===== src/rtl/display_frame_mux_pkg.sv =====
//------------------------------------------------------------------------------
// Module   : display_pkg
// Brief    : Shared nibble codes, digit type and handshake states for display_frame_mux
// Revision : 1.0 - initial release
//------------------------------------------------------------------------------
`default_nettype none

package display_pkg;

    localparam logic [3:0] BLANK_NIBBLE = 4'hA;
    localparam logic [3:0] NEG_NIBBLE   = 4'hF;

    typedef logic [3:0] bcd_digit_t;

    typedef enum logic [0:0] {
        IDLE = 1'b0,
        PEND = 1'b1
    } disp_state_e;

endpackage

`default_nettype wire


===== src/rtl/display_frame_mux_zero_blank.sv =====
//------------------------------------------------------------------------------
// Module   : zero_blank
// Brief    : Replaces leading zero nibbles below the sign nibble with BLANK_NIBBLE
// Revision : 1.0 - initial release
//------------------------------------------------------------------------------
`default_nettype none

module zero_blank
    import display_pkg::*;
#(
    parameter int DISP_DIGITS = 8
) (
    input  logic [4*DISP_DIGITS-1:0] i_raw_frame,
    input  logic                     i_blank_en,
    output logic [4*DISP_DIGITS-1:0] o_frame
);

    logic       w_lead;
    bcd_digit_t w_nib;

    // Pad nibbles are always zero, so they blank through the same leading-zero scan.
    // The sign nibble and the least-significant digit are excluded from the scan.
    always_comb begin
        o_frame = i_raw_frame;
        w_lead  = 1'b1;
        w_nib   = 4'h0;
        for (int i = DISP_DIGITS - 2; i >= 1; i--) begin
            w_nib = i_raw_frame[4*i +: 4];
            if (w_nib != 4'h0) begin
                w_lead = 1'b0;
            end else if (w_lead && i_blank_en) begin
                o_frame[4*i +: 4] = BLANK_NIBBLE;
            end
        end
    end

endmodule

`default_nettype wire


===== src/rtl/display_frame_mux.sv =====
//------------------------------------------------------------------------------
// Module   : display_frame_mux
// Brief    : Selects a sign-magnitude BCD source and hands a formatted frame to the display manager
// Revision : 1.0 - initial release
//------------------------------------------------------------------------------
`default_nettype none

module display_frame_mux
    import display_pkg::*;
#(
    parameter int NUM_CH      = 3,
    parameter int SRC_DIGITS  = 6,
    parameter int DISP_DIGITS = 8,
    parameter int DWELL       = 50_000_000
) (
    input  logic                                clk,
    input  logic                                rst_n,
    input  logic [NUM_CH*(4*SRC_DIGITS+1)-1:0]  src_data,
    input  logic [$clog2(NUM_CH)-1:0]           sel,
    input  logic                                auto_en,
    input  logic                                blank_en,
    input  logic                                frame_ack,
    output logic [4*DISP_DIGITS-1:0]            frame,
    output logic                                frame_valid,
    output logic [$clog2(NUM_CH)-1:0]           cur_ch
);

    localparam int c_SRC_W   = 4*SRC_DIGITS + 1;
    localparam int c_SEL_W   = $clog2(NUM_CH);
    localparam int c_CNT_W   = $clog2(DWELL);
    localparam int c_FRAME_W = 4*DISP_DIGITS;

    localparam logic [c_CNT_W-1:0] c_CNT_LAST = c_CNT_W'(DWELL - 1);
    localparam logic [c_SEL_W-1:0] c_CH_LAST  = c_SEL_W'(NUM_CH - 1);

    logic [c_SRC_W-1:0]   w_ch [NUM_CH];
    logic [c_SRC_W-1:0]   w_src;
    logic [c_FRAME_W-1:0] w_raw;
    logic [c_FRAME_W-1:0] w_cand;
    logic                 w_new;

    logic [c_CNT_W-1:0]   r_cnt;
    logic [c_SEL_W-1:0]   r_cur_ch;
    logic [c_FRAME_W-1:0] r_frame;
    logic                 r_valid;
    logic                 r_force;
    logic                 r_armed;
    disp_state_e          r_state;

    generate
        for (genvar k = 0; k < NUM_CH; k++) begin : g_ch
            assign w_ch[k] = src_data[k*c_SRC_W +: c_SRC_W];
        end
    endgenerate

    assign w_src = w_ch[r_cur_ch];

    always_comb begin
        w_raw = '0;
        w_raw[4*SRC_DIGITS-1:0]  = w_src[4*SRC_DIGITS-1:0];
        w_raw[c_FRAME_W-1 -: 4]  = w_src[c_SRC_W-1] ? NEG_NIBBLE : 4'h0;
    end

    zero_blank #(
        .DISP_DIGITS (DISP_DIGITS)
    ) u_zero_blank (
        .i_raw_frame (w_raw),
        .i_blank_en  (blank_en),
        .o_frame     (w_cand)
    );

    // Holding the counter at 0 outside auto mode makes entry into auto mode
    // start a full dwell period from the current channel.
    always_ff @(posedge clk or negedge rst_n) begin
        if (!rst_n) begin
            r_cnt    <= '0;
            r_cur_ch <= '0;
        end else if (!auto_en) begin
            r_cnt <= '0;
            if (int'(sel) < NUM_CH) begin
                r_cur_ch <= sel;
            end
        end else if (r_cnt == c_CNT_LAST) begin
            r_cnt    <= '0;
            r_cur_ch <= (r_cur_ch == c_CH_LAST) ? '0 : r_cur_ch + 1'b1;
        end else begin
            r_cnt <= r_cnt + 1'b1;
        end
    end

    assign w_new = r_force | (w_cand != r_frame);

    // r_armed spends the first post-reset edge letting cur_ch settle, so the
    // first frame is presented on the second edge.
    always_ff @(posedge clk or negedge rst_n) begin
        if (!rst_n) begin
            r_state <= IDLE;
            r_frame <= '0;
            r_valid <= 1'b0;
            r_force <= 1'b1;
            r_armed <= 1'b0;
        end else begin
            r_armed <= 1'b1;
            if (r_armed) begin
                case (r_state)
                    IDLE: begin
                        if (w_new) begin
                            r_frame <= w_cand;
                            r_valid <= 1'b1;
                            r_force <= 1'b0;
                            r_state <= PEND;
                        end
                    end
                    PEND: begin
                        if (frame_ack) begin
                            if (w_new) begin
                                r_frame <= w_cand;
                                r_force <= 1'b0;
                            end else begin
                                r_valid <= 1'b0;
                                r_state <= IDLE;
                            end
                        end
                    end
                    default: r_state <= IDLE;
                endcase
            end
        end
    end

    assign frame       = r_frame;
    assign frame_valid = r_valid;
    assign cur_ch      = r_cur_ch;

endmodule

`default_nettype wire


===== config.mk =====
export PLATFORM = sky130hd
export DESIGN_NAME = display_frame_mux
export DESIGN_NICKNAME = d
export VERILOG_FILES = /design/src/rtl/display_frame_mux_pkg.sv /design/src/rtl/display_frame_mux_zero_blank.sv /design/src/rtl/display_frame_mux.sv
export SDC_FILE = /design/constraint.sdc
export NUM_CORES = 1
export LEC_CHECK = 0
export ABC_CLOCK_PERIOD_IN_PS = 4210
export CORE_ASPECT_RATIO = 1.75
export CORE_MARGIN = 2
export CORE_UTILIZATION = 48
export CTS_CLUSTER_DIAMETER = 150
export CTS_CLUSTER_SIZE = 8
export DETAILED_ROUTE_END_ITERATION = 7
export GPL_TIMING_DRIVEN = 0
export PLACE_DENSITY = 0.82
export SYNTH_ARGS = -nofsm -noshare
export SYNTH_HDL_FRONTEND = slang
export SYNTH_SLANG_ARGS = --single-unit

===== constraint.sdc =====
create_clock -name clk -period 4.21 [get_ports clk]
set_clock_uncertainty 0.05 [all_clocks]
set_input_delay 1.0525 -clock clk [delete_from_list [all_inputs] [get_ports clk]]
set_output_delay 1.0525 -clock clk [all_outputs]
set_load 0.05 [all_outputs]

Word-level counts from Yosys, hierarchy flattened. Index checks and enable logic that the tools add are counted.

Logic and storage cells: 72. Bits in registers: 64. Input port bits: 82. Output and inout port bits: 35.

Add/sub/neg operators: 2. Order comparisons: 2. Equal/unequal tests: 7. Reductions and logical operators: 13. Bitwise logic cells: 3. Multiplexer cells: 38.

Operators by type and width (number): $mux W32 (2); $pmux W32 S2 (1); $mux W26 (2); $bmux W25 S2 (1); $mux W25 (2); $mux W4 (12); $ne A32 B32 Y1 (1); $add A26 B1 Y26 const B (1); $eq A26 B26 Y1 const B (1); $reduce_bool A4 Y1 (5); $mux W1 (11); $mux W2 (4); $ne A2 B2 Y1 const B (3); $pmux W1 S2 (3); $logic_and A1 B1 Y1 (4); $reduce_and A2 Y1 (2); $reduce_and A4 Y1 (1); $ge A3 B3 Y1 const B (1); $not A2 Y3 (1); $add A2 B1 Y2 const B (1); $eq A2 B2 Y1 const B (1); $lt A2 B2 Y1 const B (1); $ne A2 B1 Y1 const B (1); $reduce_bool A2 Y1 (1); 2 further kinds (2).

Depth between registers and ports, before layout. Gate-level depths: netlist of the first run.

Depth after elaboration: 17. Gate-level depth with buffers: 12. Depth with buffers taken out: 8.

Modules after synthesis. A second synthesis of the first run with hierarchy kept.

Cells, all modules: 521. Area total of the unflattened synthesis: 4433.0 µm².

Modules (own cells, without submodules): display_frame_mux (area an instance 4116.4 µm², cells an instance 475, times used 1, seq. area each 1602.8 µm²); zero_blank (area an instance 316.6 µm², cells an instance 46, times used 1, seq. area each 0.0 µm²).

Least setup slack after synthesis of the first run. Ideal clock, no wire load.

Path type: in2reg. Start: in src_data[10]. End: reg r_frame[10] (netlist: frame[10]). Buffers on the path: 1. Cell stages on the path: 9. Data arrival time: 3383 ps. Required time: 4035 ps. Setup time: 125 ps. Slack: 652 ps. Cell sequence: mux2i_4 o2bb2ai_2 or4_1 or3_1 a311oi_1 and4_1 a41oi_4 buf_6 mux2_4.

Word-level cells in the longest chain between the ends: 13. Elaborated cells on any way between the ends: 15. Classes of those cells: eq/ne (1); mux (11); bitwise (1); reduce/logical (2).

RTL lines: from (decl) (RTL line display_frame_mux.sv:18) `input logic [NUM_CH*(4*SRC_DIGITS+1)-1:0] src_data,`; $bmux W25 S2 * (RTL line display_frame_mux.sv:56) `assign w_src = w_ch[r_cur_ch];`; $mux W25 (implied by the code) * (2 in a row) (RTL line display_frame_mux.sv:56); $reduce_bool A4 Y1 (RTL line display_frame_mux_zero_blank.sv:29) `if (w_nib != 4'h0) begin`; $mux W1 (RTL line display_frame_mux_zero_blank.sv:29); $logic_and A1 B1 Y1 (RTL line display_frame_mux_zero_blank.sv:31) `end else if (w_lead && i_blank_en) begin`; $mux W4 (RTL line display_frame_mux_zero_blank.sv:31); $mux W4 (RTL line display_frame_mux_zero_blank.sv:29); $ne A32 B32 Y1 (RTL line display_frame_mux.sv:91) `assign w_new = r_force | (w_cand != r_frame);`; $or A1 B1 Y1 (RTL line display_frame_mux.sv:91); $mux W32 * (RTL line display_frame_mux.sv:107, display_frame_mux.sv:116); $mux W32 (RTL line display_frame_mux.sv:115) `if (frame_ack) begin`; $pmux W32 S2 * (RTL line display_frame_mux.sv:105) `case (r_state)`; to (signal assigned) (RTL line display_frame_mux.sv:108) `r_frame <= w_cand;`; to (signal assigned) (RTL line display_frame_mux.sv:117) `r_frame <= w_cand;`; to (decl) (RTL line display_frame_mux.sv:44) `logic [c_FRAME_W-1:0] r_frame;`.

Every way passes the cells marked *; elsewhere a longest branch is shown, timed or not. The select of a mux whose other input is x is not followed. A chain may end at the register's enable or synchronous reset.

Worst setup path after layout of the first run.
Start: in src_data[59]. End: reg r_frame[15] (netlist: frame[15]).

Word-level cells in the longest chain between the ends: 13. Elaborated cells on any way between the ends: 15. Classes of those cells: eq/ne (1); mux (11); bitwise (1); reduce/logical (2).

RTL lines (RTL line): $bmux W25 S2 * (display_frame_mux.sv:56); $mux W25 (implied by the code) * (2 in a row) (display_frame_mux.sv:56); $reduce_bool A4 Y1 (display_frame_mux_zero_blank.sv:29); $mux W1 (display_frame_mux_zero_blank.sv:29); $logic_and A1 B1 Y1 (display_frame_mux_zero_blank.sv:31); $mux W4 (display_frame_mux_zero_blank.sv:31); $mux W4 (display_frame_mux_zero_blank.sv:29); $ne A32 B32 Y1 * (display_frame_mux.sv:91); $or A1 B1 Y1 * (display_frame_mux.sv:91); $mux W32 *; $mux W32; $pmux W32 S2 *.

Marked as above.

==> results.cfg, run 1 <==
[status]
status = complete, no violations

[power_and_ir_drop]
power_density_mw_per_mm2 = 476
peakVddDrop_v = 0.000319
leakage_nw = 2.25
total_power_mw = 2.57

[sta]
max_slew_margin_pct = 51.9
setup_viol = 0
rsz0062_at_grt = no
tns_ns = 0
period_needed_ns = 4.04
hold_viol = 0
max_freq_mhz = 247
fin_crit_sh_pct = 96.1
holdWs_ns = 0.443
drv_slew = 0
tightestPinTransition_ns = 0.722
worst_slack_ns = 0.166

[critical_path]
r2r_start = cur_ch[1]$_DFFE_PN0P_
timing.rr.end = frame[15]$_DFFE_PN0P_
critical_path_class = in -> reg
path_cells = clkdlybuf4s50_1 > mux2i_1 > o2bb2ai_1 > or4_1 > or3_1 > a311oi_1 > and4_1 > a41oi_4 > buf_6 > mux2_4
crit_start = src_data[59]
end_kind = flip-flop
cp.required_ns = 4.37
cp_slowest_stage_delay_ns = 0.50
cp_max_fo = 10
slowest_stage = or4_1
rrSetupSlack_ns = 0.47
reg2reg_depth = 11
cp.arrival_ns = 4.21
cp-start-kind = input port
crit_path_end = frame[15]$_DFFE_PN0P_

[yosys]
ys_top_cells_by_area = dfrtp_1 37%, mux2i_1 8.6%, xor2_1 4.1%
synth_top_cell_area_share_pct = 37.1
async_reset_ff_share_pct = 100
synth_edf_count = 0
yosys.area.top_type = dfrtp_1
synthesis.area_mm2 = 0.00384
synth.distinct_cells = 61
synth_flop_cell = dfrtp_1
synth_cells = 394
synth_area_per_cell_um2 = 9.75
yosys_warnings = 0
ys_ff_latch = 58
yosysSeqAreaShare_pct = 37.8

[global_route]
grt_max_degree = 39
grt_antenna_before_repair = 0
first_global_vias = 3798
grt_pass1_wl_mm = 19.1
gr-total-overflow = 0
grt_usage_pct = 29.1

[clock_tree]
cts.path.max_buffers = 2
path_clk_slew_ns = 0.05
cts_buffers = 9
clkLatencyLatePin_ns = 0.34
cts_hold_buf = 0
htreeDepth = 3
cts_tree = built
clock_sinks = 58
clockRootBuffer = clkbuf_16

[detailed_routing]
wirelength_mm = 12.4
drc_errors = 0
ant_nets = 0
dr.pass1.iters = 5
drt_iter0_markers = 257
num_vias = 3679
post_drt_wl_per_cell_um = 20.2
post_drt_via_cell_ratio = 5.98

[place]
dpl.hpwl_mm = 9.63
dp_slack_ns = -0.167
globalplace.congestion = 0.897
portBuffers = 114

[layout]
final_util_pct = 68.6
syn_to_final_growth_pct = 40.4
fillers = 622
fin_nets = 604
drive_gt1_share_pct = 10.9
diodes = 0

[floorplanning]
die-height_um = 122
die_x_um = 71.6
die_area_mm2 = 0.00876
core-area_mm2 = 0.00786
rows = 43
io_pins = 117
start_util_pct = 48.9

[job]
max-cap-violations = 0

[min_path]
worst_hold_path_type = reg -> reg
-- flip-flops by register name, indices dropped and copies added (netlist names) --
name	cells
r_state	1
frame_valid	1
frame	26
r_force	1
r_armed	1
cur_ch	2
r_cnt	26
-- through the flow --
step,area (µm²),instances
finish,5390,615
detailed placement,5110,600
global placement,5100,599
CTS,5390,615
global route,5390,615
floorplan,3840,395
-- placed cells by master (no fill, tap or decap), types with 11 or more instances in the layout --
master | netlist | routed
o21ai_0 | 16 | 16
xor2_1 | 18 | 18
nand3_1 | 14 | 14
xnor2_1 | 14 | 14
clkdlybuf4s50_1 | 0 | 113
inv_1 | 17 | 17
dfrtp_1 | 57 | 57
mux2i_1 | 33 | 33
nand2_1 | 19 | 19
o2bb2ai_1 | 11 | 11
nor2_1 | 32 | 32
-- synth_stat cells, drive strengths merged (3+ instances only) --
library cell / number
mux2i: 34
a21oi: 8
and3: 5
dfrtp: 57
nand3: 14
nand2b: 5
nor3b: 3
nand3b: 7
buf: 19
nor2b: 7
or3: 4
clkbuf: 6
a2bb2oi: 10
mux2: 15
o21ai: 19
nor3: 10
xor2: 18
inv: 17
nand4: 8
nor2: 32
nor4: 6
o2bb2ai: 12
nand2: 19
a22o: 3
a22oi: 5
xnor2: 14
and4: 3
-- cells by family (layout without fill, tap and decap cells) --
logic type                 after synthesis  count (layout)  share of synthesized area, %
AOI/OAI and AO/OA                       79              79                          15.6
xor gates and xnor gates                32              32                          7.30
adders and majority gates                1               1                         0.326
buffers and inverters                   42             172                          5.96
DFF                                     58              58                          37.8
muxes                                   49              49                          14.5
other                                    2               3                         0.196
and+or+nand+nor                        131             131                          18.3
-- what timing repair did --
item	4_1_cts	5_1_grt
resized for setup	0	1
buffers inserted	0	0
endpoints found under the setup margin	0	9
-- worst max-delay path: cells and delay by family --
kind	cells	cell delay, ns
compound gates	3	0.72
buf+inv	2	0.63
simple gates	3	1.26
mux	2	0.54
-- layout make-up --
cell class	count	area, µm²	area share (%)
Multi-Input combinational cell	295	2170	40.2
Sequential cell	58	1450	26.9
Timing Repair Buffer	115	1160	21.4
Clock buffer	12	256	4.76
Buffer	25	165	3.06
Tap cell	90	113	2.09
Inverter	17	63.8	1.18
Clock inverter	3	15.0	0.278
-- how the worst min path moves through the flow --
stage                             start                  end  slack, ns  cells past startpoint
global placement    r_force$_DFFE_PN1P_  r_force$_DFFE_PN1P_       0.43                      2
global route        r_force$_DFFE_PN1P_  r_force$_DFFE_PN1P_       0.45                      2
floorplan           r_force$_DFFE_PN1P_  r_force$_DFFE_PN1P_       0.38                      2
finish              r_force$_DFFE_PN1P_  r_force$_DFFE_PN1P_       0.44                      2
detailed placement  r_force$_DFFE_PN1P_  r_force$_DFFE_PN1P_       0.43                      2
CTS                 r_force$_DFFE_PN1P_  r_force$_DFFE_PN1P_       0.44                      2
-- where the power goes --
| group | total (mW) | internal [mW] | switching [mW] |
|---|---|---|---|
| registers | 0.742 | 0.636 | 0.107 |
| logic | 1.15 | 0.467 | 0.687 |
| clock network | 0.671 | 0.423 | 0.248 |
| total | 2.57 | 1.53 | 1.04 |
-- metal layers --
layer,track usage (%),vias up,part of all wire (%)
li1,-,1684,-
met1,28.4,1790,35
met2,54.9,163,54
met3,6.98,42,6.3
met4,15.3,0,4.4
met5,0,-,0
Note: power is estimated with default switching activity, not from simulation.
==> inputs of run 2 (changes only) <==
--- a/config.mk
+++ b/config.mk
@@ -6,6 +6,7 @@
 export NUM_CORES = 1
 export LEC_CHECK = 0
 export ABC_CLOCK_PERIOD_IN_PS = 4210
+export CAP_MARGIN = 20
 export CORE_ASPECT_RATIO = 1.75
 export CORE_MARGIN = 2
 export CORE_UTILIZATION = 48
==> run 2 against run 1 <==
Maximum frequency unchanged; die area unchanged; critical path depth unchanged; flip-flop and latch count unchanged; sequential power about the same; register-to-register slack about the same; final cell count unchanged; critical endpoint unchanged; largest cell class unchanged; highest routed layer unchanged.
==> results.cfg, run 2 (synthesized netlist as in run 1, its figures left out) <==
[floorplanning]
core-area_mm2 = 0.00786
die-height_um = 122
start_util_pct = 48.9
die_x_um = 71.6
io_pins = 117
die_area_mm2 = 0.00876
rows = 43

[clock_tree]
cts.path.max_buffers = 2
cts_hold_buf = 0
cts_buffers = 9
clkLatencyLatePin_ns = 0.34
htreeDepth = 3
clockRootBuffer = clkbuf_16
cts_tree = built
path_clk_slew_ns = 0.05
clock_sinks = 58

[global_route]
gr-total-overflow = 0
first_global_vias = 3798
grt_antenna_before_repair = 0
grt_max_degree = 39
grt_pass1_wl_mm = 19.1
grt_usage_pct = 29.1

[power_and_ir_drop]
leakage_nw = 2.25
power_frac_comb_pct = 45.0
power_density_mw_per_mm2 = 476
p_sw_mw = 1.04
power.share.sequential_pct = 28.9
peakVddDrop_v = 0.000319
p_int_mw = 1.53
switching_share_pct = 40.6
power.share.clock_pct = 26.1

[place]
dp_slack_ns = -0.167
globalplace.congestion = 0.897
numPlacedInstances = 600
place_area_mm2 = 0.00511
portBuffers = 114
dpl.hpwl_mm = 9.63

[status]
status = complete, no violations

[detailed_routing]
drt_iter0_markers = 257
wirelength_mm = 12.4
post_drt_via_cell_ratio = 5.98
num_vias = 3679
post_drt_wl_per_cell_um = 20.2
drc_errors = 0
dr.pass1.iters = 5
ant_nets = 0

[layout]
layout_common_cells = 113 x clkdlybuf4s50_1, 57 x dfrtp_1, 33 x mux2i_1, 32 x nor2_1, 19 x nand2_1
fin_cells = 615
diodes = 0
layout_commonest_cell = clkdlybuf4s50_1
fin_nets = 604
drive_gt1_share_pct = 10.9
syn_to_final_growth_pct = 40.4
stdcell_area_mm2 = 0.00539

[critical_path]
reg2reg_depth = 11
path_cells = clkdlybuf4s50_1 > mux2i_1 > o2bb2ai_1 > or4_1 > or3_1 > a311oi_1 > and4_1 > a41oi_4 > buf_6 > mux2_4
cp_slowest_stage_delay_ns = 0.50
cp.arrival_ns = 4.21
slowest_stage = or4_1
crit_start = src_data[59]
end_kind = flip-flop
r2r_start = cur_ch[1]$_DFFE_PN0P_
cp.required_ns = 4.37
cp_max_fo = 10
critical_path_class = in -> reg
cp-start-kind = input port

[sta]
tightestPinTransition_ns = 0.722
max_freq_mhz = 247
drv_slew = 0
period_needed_ns = 4.04
worst_slack_ns = 0.166
setup_viol = 0
rsz0062_at_grt = no
fin_crit_sh_pct = 96.1
max_slew_margin_pct = 51.9
hold_viol = 0

[job]
max-cap-violations = 0

[min_path]
worst_hold_path_type = reg -> reg
hold_depth = 2
hp-start = r_force$_DFFE_PN1P_
[run 2: metal layers]
layer  GRT usage [%]  share of wire [%]  up-vias
li1                -                  -     1684
met1            28.4                 35     1790
met2            54.9                 54      163
met3            6.98                6.3       42
met4            15.3                4.4        0
met5               0                  0        -
[run 2: per-stage QoR]
stage	hold WS, ns	setup TNS (ns)	total power [mW]	util (%)
2_1_floorplan	0.381	0	1.47	-
6_report	0.443	0	2.57	68.6
4_1_cts	0.440	0	2.57	68.6
5_1_grt	0.455	0	2.66	68.6
3_5_place_dp	0.430	-2.29	1.89	65.1
3_3_place_gp	0.426	-0.903	1.86	64.9
[run 2: layout make-up]
type | count | area [µm²]
clock buffer | 12 | 256
fill | 622 | 2460
sequential | 58 | 1450
buffer | 25 | 165
inverter | 17 | 63.8
multi-input combinational | 295 | 2170
clock inverter | 3 | 15.0
tap | 90 | 113
timing repair buffer | 115 | 1160
[run 2: worst max-delay path: cells and delay by family]
family | cells | cell delay [ns]
AOI/OAI and AO/OA | 3 | 0.72
buffers and inverters | 2 | 0.63
and+or+nand+nor | 3 | 1.26
muxes | 2 | 0.54
[run 2: power groups by stage]
stage	Sequential [mW]	Clock, mW	Combinational [mW]
after CTS	0.738	0.677	1.15
final	0.742	0.671	1.15
after floorplan	0.976	0	0.494
after detailed placement	0.746	0	1.14
after global placement	0.740	0	1.12
after global routing	0.749	0.705	1.21
[run 2: final timing paths]
| kind | end | slack, ns |
|---|---|---|
| worst min-delay path | r_force$_DFFE_PN1P_ | 0.44 |
| worst max-delay path | frame[15]$_DFFE_PN0P_ | 0.17 |
| worst max register to register | frame[15]$_DFFE_PN0P_ | 0.47 |
| min in group asynchronous | frame[27]$_DFFE_PN0P_ | 0.62 |
| max in group asynchronous | r_state$_DFFE_PN0P_ | 2.90 |
| worst min register to register | r_force$_DFFE_PN1P_ | 0.44 |
[run 2: timing repair]
action | CTS | global route
setup endpoints to repair | 0 | 9
buffers inserted | 0 | 0
gates resized for setup | 0 | 1
